## src/rtl/uart_pkg.sv

```systemverilog
// Shared UART framing types, data-width encodings and helpers.
// Pure declarations: no latency, no flow control.
package uart_pkg;

  typedef enum logic [2:0] {
    IDLE,
    START,
    DATA,
    PARITY,
    STOP
  } tx_state_t;

  localparam logic [1:0] DBITS_5 = 2'b00;
  localparam logic [1:0] DBITS_6 = 2'b01;
  localparam logic [1:0] DBITS_7 = 2'b10;
  localparam logic [1:0] DBITS_8 = 2'b11;

  localparam int OVERSAMPLE_DEFAULT = 16;

  function automatic logic [3:0] data_size(input logic [1:0] data_bit_num);
    return 4'd5 + {2'b00, data_bit_num};
  endfunction

  // Keeps only the data bits that actually go on the line.
  function automatic logic [7:0] data_mask(input logic [1:0] data_bit_num);
    return 8'hFF >> (2'd3 - data_bit_num);
  endfunction

endpackage

```

## src/rtl/tx_shift_register.sv

```systemverilog
// 8-bit parallel-in serial-out register, LSB presented on serial_o.
// Load/shift take effect on the next clk edge; no backpressure (load wins over shift).
module tx_shift_register (
  input  logic       clk,
  input  logic       reset_n,
  input  logic       load_en,
  input  logic       shift_en,
  input  logic [7:0] data_i,
  output logic       serial_o
);

  logic [7:0] shift_q;

  always_ff @(posedge clk or negedge reset_n) begin
    if (!reset_n) begin
      shift_q <= '0;
    end else if (load_en) begin
      shift_q <= data_i;
    end else if (shift_en) begin
      shift_q <= {1'b0, shift_q[7:1]};
    end
  end

  assign serial_o = shift_q[0];

endmodule

```

## src/rtl/uart_transmitter.sv

```systemverilog
// UART serializer: start, 5-8 data bits LSB first, optional parity, 1-2 stop bits.
// tx_o starts the cycle after accept; ready_o is low for the whole frame and while cts_ni=1 or tx_en_i=0.
module uart_transmitter
  import uart_pkg::*;
#(
  parameter int OVERSAMPLE = OVERSAMPLE_DEFAULT
) (
  input  logic       clk,
  input  logic       reset_n,
  input  logic       tx_en_i,
  input  logic       tick_i,
  input  logic [1:0] data_bit_num_i,
  input  logic       parity_en_i,
  input  logic       parity_type_i,
  input  logic       stop_bit_num_i,
  input  logic       cts_ni,
  input  logic [7:0] data_i,
  input  logic       data_valid_i,
  output logic       ready_o,
  output logic       tx_o,
  output logic       tx_done_o,
  output logic       busy_o
);

  localparam int CW = (OVERSAMPLE > 2) ? $clog2(OVERSAMPLE) : 1;
  localparam logic [CW-1:0] CNT_MAX = CW'(OVERSAMPLE - 1);

  tx_state_t   state_q;
  logic [CW-1:0] cnt_q;
  logic [2:0]  bit_idx_q;
  logic        stop_idx_q;
  logic [1:0]  dbn_q;
  logic        par_en_q;
  logic        stop2_q;
  logic        par_q;
  logic        rdy_en_q;

  logic        accept;
  logic        bit_end;
  logic        last_data_bit;
  logic        parity_next;
  logic        shift_en;
  logic        serial;

  assign ready_o       = rdy_en_q & (state_q == IDLE) & tx_en_i & ~cts_ni;
  assign accept        = data_valid_i & ready_o;
  assign bit_end       = tick_i & (cnt_q == CNT_MAX);
  assign last_data_bit = ({1'b0, bit_idx_q} == data_size(dbn_q) - 4'd1);
  assign parity_next   = ~(^(data_i & data_mask(data_bit_num_i)) ^ parity_type_i);

  // The register runs one bit ahead so tx_o can be loaded from serial at each bit end.
  assign shift_en = bit_end & ((state_q == START) | ((state_q == DATA) & ~last_data_bit));

  tx_shift_register u_shift (
    .clk      (clk),
    .reset_n  (reset_n),
    .load_en  (accept),
    .shift_en (shift_en),
    .data_i   (data_i),
    .serial_o (serial)
  );

  always_ff @(posedge clk or negedge reset_n) begin
    if (!reset_n) begin
      state_q    <= IDLE;
      cnt_q      <= '0;
      bit_idx_q  <= '0;
      stop_idx_q <= 1'b0;
      dbn_q      <= '0;
      par_en_q   <= 1'b0;
      stop2_q    <= 1'b0;
      par_q      <= 1'b0;
      rdy_en_q   <= 1'b0;
      tx_o       <= 1'b1;
      tx_done_o  <= 1'b0;
      busy_o     <= 1'b0;
    end else begin
      rdy_en_q  <= 1'b1;
      tx_done_o <= 1'b0;
      if (state_q == IDLE) begin
        cnt_q <= '0;
        if (accept) begin
          dbn_q      <= data_bit_num_i;
          par_en_q   <= parity_en_i;
          stop2_q    <= stop_bit_num_i;
          par_q      <= parity_next;
          bit_idx_q  <= '0;
          stop_idx_q <= 1'b0;
          state_q    <= START;
          tx_o       <= 1'b0;
          busy_o     <= 1'b1;
        end
      end else begin
        if (tick_i) begin
          cnt_q <= bit_end ? '0 : cnt_q + CW'(1);
        end
        if (bit_end) begin
          case (state_q)
            START: begin
              state_q   <= DATA;
              bit_idx_q <= '0;
              tx_o      <= serial;
            end
            DATA: begin
              if (last_data_bit) begin
                state_q <= par_en_q ? PARITY : STOP;
                tx_o    <= par_en_q ? par_q : 1'b1;
              end else begin
                bit_idx_q <= bit_idx_q + 3'd1;
                tx_o      <= serial;
              end
            end
            PARITY: begin
              state_q <= STOP;
              tx_o    <= 1'b1;
            end
            STOP: begin
              if (stop2_q && !stop_idx_q) begin
                stop_idx_q <= 1'b1;
              end else begin
                state_q   <= IDLE;
                busy_o    <= 1'b0;
                tx_done_o <= 1'b1;
                tx_o      <= 1'b1;
              end
            end
            default: state_q <= IDLE;
          endcase
        end
      end
    end
  end

endmodule

```

## config.mk

```make
export PLATFORM = sky130hd
export DESIGN_NAME = uart_transmitter
export DESIGN_NICKNAME = d
export VERILOG_FILES = /design/src/rtl/uart_pkg.sv /design/src/rtl/tx_shift_register.sv /design/src/rtl/uart_transmitter.sv
export SDC_FILE = /design/constraint.sdc
export NUM_CORES = 1
export LEC_CHECK = 0
export CORE_MARGIN = 2
export CORE_UTILIZATION = 23
export DETAILED_ROUTE_END_ITERATION = 6
export GPL_TIMING_DRIVEN = 0
export PLACE_DENSITY = 0.38
export SYNTH_ARGS = -nofsm -noshare
export SYNTH_HDL_FRONTEND = slang
export SYNTH_HIERARCHICAL = 1
export SYNTH_SLANG_ARGS = --single-unit
```

## constraint.sdc

```tcl
create_clock -name clk -period 2.24 [get_ports clk]
set_clock_uncertainty 0.1 [all_clocks]
set_input_delay 0.448 -clock clk [delete_from_list [all_inputs] [get_ports clk]]
set_output_delay 0.448 -clock clk [all_outputs]
set_load 0.1 [all_outputs]
```

# After elaboration in Yosys (flattened, before gate mapping)
# Cells that the tools add are included.
# Widths: inputs -> output; s select.
dict set report totals {
  ff_bits 28
  out_inout_bits 4
}
dict set report classes {
  n_addsub 5
  eq_ne 11
  shifts 1
  n_mux 37
  bitwise_logic 13
  reduce_logical 17
}
# operator n
set op_table {}
lappend op_table {{$mux 3} 10}
lappend op_table {{$reduce_and 4->1} 5}
lappend op_table {{$mux 1} 19}
lappend op_table {{$mux 8} 2}
lappend op_table {{$mux 4} 3}
lappend op_table {{$pmux 3 s4} 1}
lappend op_table {{$reduce_bool 2->1} 5}
lappend op_table {{$ne 3x3->1 const B} 3}
lappend op_table {{$and 8x8->8} 1}
lappend op_table {{$reduce_xor 8->1} 1}
lappend op_table {{$shr 8x2->8 const A} 1}
lappend op_table {{$and 1x1->1} 7}
lappend op_table {{$eq 3x2->1 const B} 2}
lappend op_table {{$pmux 3 s2} 1}
lappend op_table {{$reduce_bool 5->1} 1}
lappend op_table {{$add 3x2->4 const A} 1}
lappend op_table {{$add 4x1->4 const B} 1}
lappend op_table {{$eq 3x4->1} 1}
lappend op_table {{$eq 4x4->1 const B} 1}
lappend op_table {{$ne 2x2->1 const B} 2}
lappend op_table {{$pmux 1 s4} 1}
lappend op_table {{$sub 4x1->4 const B} 1}
lappend op_table {{$add 3x1->3 const B} 1}
lappend op_table {{$eq 3x1->1 const B} 1}
lappend op_table {{other kinds (10)} 12}

# Logic depth before layout (Yosys ltp)
dict set report depth {
  ltp_word 9
  depth_mapped 7
  depth_no_buf 6
}

# Modules after synthesis
# The synthesis kept the hierarchy.
# module instances cells_per_inst area_per_inst_um2
set modules_own_cells {}
lappend modules_own_cells {uart_transmitter 1 125 1233.7}
lappend modules_own_cells {tx_shift_register 1 34 369.1}

# Worst setup path after synthesis
# Ideal clock, no wire load.
dict set report synth_timing {
  kind {register to output}
  startpoint {register state_q[0]}
  endpoint {output ready_o}
  t_arrival_ns 2.996
  setup_slack_ns -1.304
  path_stages_with_launch 4
  path_buffers 1
  cell_sequence {dfrtp_1 > or3_1 > buf_6 > nor3_1}
}
dict set report synth_between {
  elab_chain_cells 4
}
# item line_no
set synth_lines {}
lappend synth_lines {{start, declared} uart_transmitter.sv:28} ;# tx_state_t state_q;
lappend synth_lines {{start signal, assigned} uart_transmitter.sv:106} ;# state_q <= par_en_q ? PARITY : STOP;
lappend synth_lines {{$logic_not 3->1} uart_transmitter.sv:45} ;# assign ready_o = rdy_en_q & (state_q == IDLE) & tx_en_i & ~cts_ni;
lappend synth_lines {{$and 1x1->1 (3 in series)} uart_transmitter.sv:45}
lappend synth_lines {{end, declared} uart_transmitter.sv:19} ;# output logic ready_o,
# Every way passes these cells.

# Final worst setup path
# Ends and elaborated chain as after synthesis.

==> metrics.yaml <==
placement:
  place.gp.congestion: 0.787
  dp_cells: 260
  portBuffers: 21
  post-dp-hpwl_um: 2720
logic_synthesis:
  ys_warn_count: 6
  synthFlopType: "dfrtp_1"
  netlist_top_cells_area: "dfrtp_1, mux2i_1, nand2_1"
  yosysTopAreaCell: "dfrtp_1"
  synth_top_family_by_area: "simple AND/OR/NAND/NOR gates"
  synth_area_sq_mm: 0.00160
  yosysSeqAreaShare_pct: 43.8
  synthCells: 159
  ys_ff_latch: 28
  yosys.area_share.simple_pct: 19.8
  synth.distinct_cells: 48
  synth-compound-area-share_pct: 15.2
  synth_xor_area_share_pct: 5.78
  synth_fp_nets: 180
  synth.avg_cell_area_sq_um: 10.1
  synthMuxAreaShare_pct: 9.84
  yosys.area_share.adder_pct: 1.56
  ys_async_sr_fraction_pct: 100
  synth_edf_count: 0
  synth_top_area_share_pct: 42.2
drt:
  wirelength_um: 3630
  wl_per_cell_um: 13.6
  final_antenna_net_count: 0
  dr.pass1.iters: 4
  initialDrtViolationCount: 54
  route.detailed.drc: 0
  vias: 1265
  via_per_inst: 4.76
clocking:
  clkSinkCount: 28
  tritoncts: "built"
  ctsHoldBuffers: 0
  numCtsBuffers: 3
  clk_pin_slew_ns: 0.11
  root_buffer: "clkbuf_8"
  clk_path_buf_depth: 2
  insertion_delay_ns: 0.28
  htree_levels: 1
sta:
  hold_viol: 0
  max_freq_ghz: 0.469
  finalSetupViolations: 0
  tightest_slew_ns: 0.954
  slew_violations: 0
  min_period_ns: 2.13
  period_share_pct: 95.3
  rsz0062_at_grt: "false"
  slew_headroom_pct: 36.6
  hold_slack_ns: 0.0838
flow_run:
  drv_cap: 0
power_and_ir_drop:
  vdd_drop_max_uv: 362
  power.leakage_nw: 0.825
  power.density_mw_per_mm2: 1100
  power.total_mw: 2.23
global_routing:
  grt_pass1_vias: 1300
  track_usage_pct: 10.2
  grt_antenna_before_repair: 0
  grt_overflow_total: 0
  grt_max_degree: 29
  grt_pass1_wl_um: 6110
worst_setup_path:
  critPathRequiredTime_ns: 1.69
  path_cells: "or3_1 -> buf_6 -> nor3_4 -> buf_12"
  crit_buf_inv: 2
  worst_setup_path_start_kind: "register"
  cp_slowest_stage_delay_ns: 0.44
  crit_path_max_fanout: 5
  slowest_stage: "dfrtp_2"
  end_kind: "output port"
  arrival_ns: 1.59
  path_class: "reg2out"
  critical_path.top_delay_family: "simple AND/OR/NAND/NOR gates"
die:
  core_area_sq_mm: 0.00676
  pin_count: 23
  die_x_um: 87.5
  initial_core_util_pct: 23.7
  die_area_sq_mm: 0.00765
  num_rows: 30
  fp.dieH_um: 87.5
layout:
  final_common_cell: "dfrtp_1"
  area.growth.synth_to_final_pct: 25.9
  fin_nets: 208
  diodes: 0
  nFillCells: 733
  fin_cells: 266
  layout_common_cells: "dfrtp_1, nand2_1, clkdlybuf4s50_1"
  final_util_pct: 29.9
  drive_above_1_share_pct: 14.0
hold_path:
  hold_class: "in2async"
status:
  status: "finished, final reports clean"
==> kinds of logic (layout without fill, tap and decap cells) <==
group,Yosys count,count (layout)
multiplexers,13,13
other,1,1
adder cells (fa/ha/maj),2,2
XOR/XNOR,9,9
flip-flops,28,28
buffers and inverters,10,37
AND/OR/NAND/NOR,61,61
AO/OA/AOI/OAI,35,35
==> synth_stat cells (3+ instances only) <==
library cell	number
dfrtp_1	27
a31oi_1	3
nand2_1	24
nor2_1	8
a21oi_1	3
clkbuf_1	4
o21ai_1	7
and4b_1	3
nand4_1	4
o21ai_0	7
buf_6	3
mux2i_1	9
nor3_1	5
xnor2_1	6
==> final timing paths <==
check                                 from         end  slack [ns]  cells past startpoint
worst max-delay path            state_q[0]     ready_o        0.11                      4
worst min-delay path               reset_n    cnt_q[2]        0.08                      1
min in group clk                      tx_o        tx_o        0.41                      1
max in group asynchronous          reset_n  state_q[2]        1.48                      1
worst min register to register        tx_o        tx_o        0.41                      1
worst max register to register  state_q[0]       par_q        0.20                      5
==> per-stage QoR <==
stage	cell area [sq um]	TNS [ns]	setup WS, ns
final	2020	0	0.106
after global routing	2020	0	0.0122
after CTS	2000	0	0.0221
after floorplan	1610	-0.0215	-0.0215
after detailed placement	1920	-4.25	-0.609
after global placement	1920	-4.03	-0.573
==> metal layers <==
layer / part of all wire [%] / track usage [%] / vias to the layer above / wire, um
met3: 4.0 / 1.80 / 2 / 145
met5: 0 / 0 / - / 0
met1: 47 / 13.3 / 595 / 1720
met2: 48 / 17.3 / 34 / 1730
li1: - / - / 634 / -
met4: 0.77 / 2.94 / 0 / 28
==> worst register-to-register path, cell delays in order (launching register included) <==
cell      delay [ns]
dfrtp_2         0.44
buf_4           0.15
nor3_2          0.35
nand2_1         0.29
clkinv_2        0.25
mux2_2          0.36
==> power breakdown <==
group	switching [mW]	total, mW	internal [mW]
sequential	0.145	0.842	0.697
clock	0.164	0.403	0.239
combinational	0.586	0.982	0.396
==> flip-flops by register name, indices dropped and copies added (netlist names), 2 cells and up <==
register,flops
bit_idx_q,3
state_q,3
u_shift/shift_q,8
cnt_q,4
dbn_q,2
==> timing repair <==
action	4_1_cts	5_1_grt
endpoints found under the setup margin	11	11
gates resized for setup	14	6
pin swaps	1	0
setup buffers	0	2
==> area by class of cell <==
class                      instances  area (sq um)  share of cell area (%)
multi-input combinational        121           857                    42.5
sequential                        28           704                    34.9
timing repair buffer              23           223                    11.0
tap                               80           100                    4.96
buffer                             7          50.0                    2.48
clock buffer                       3          41.3                    2.05
clock inverter                     1          30.0                    1.49
inverter                           3          12.5                   0.620
(Power assumes the default switching activity.)
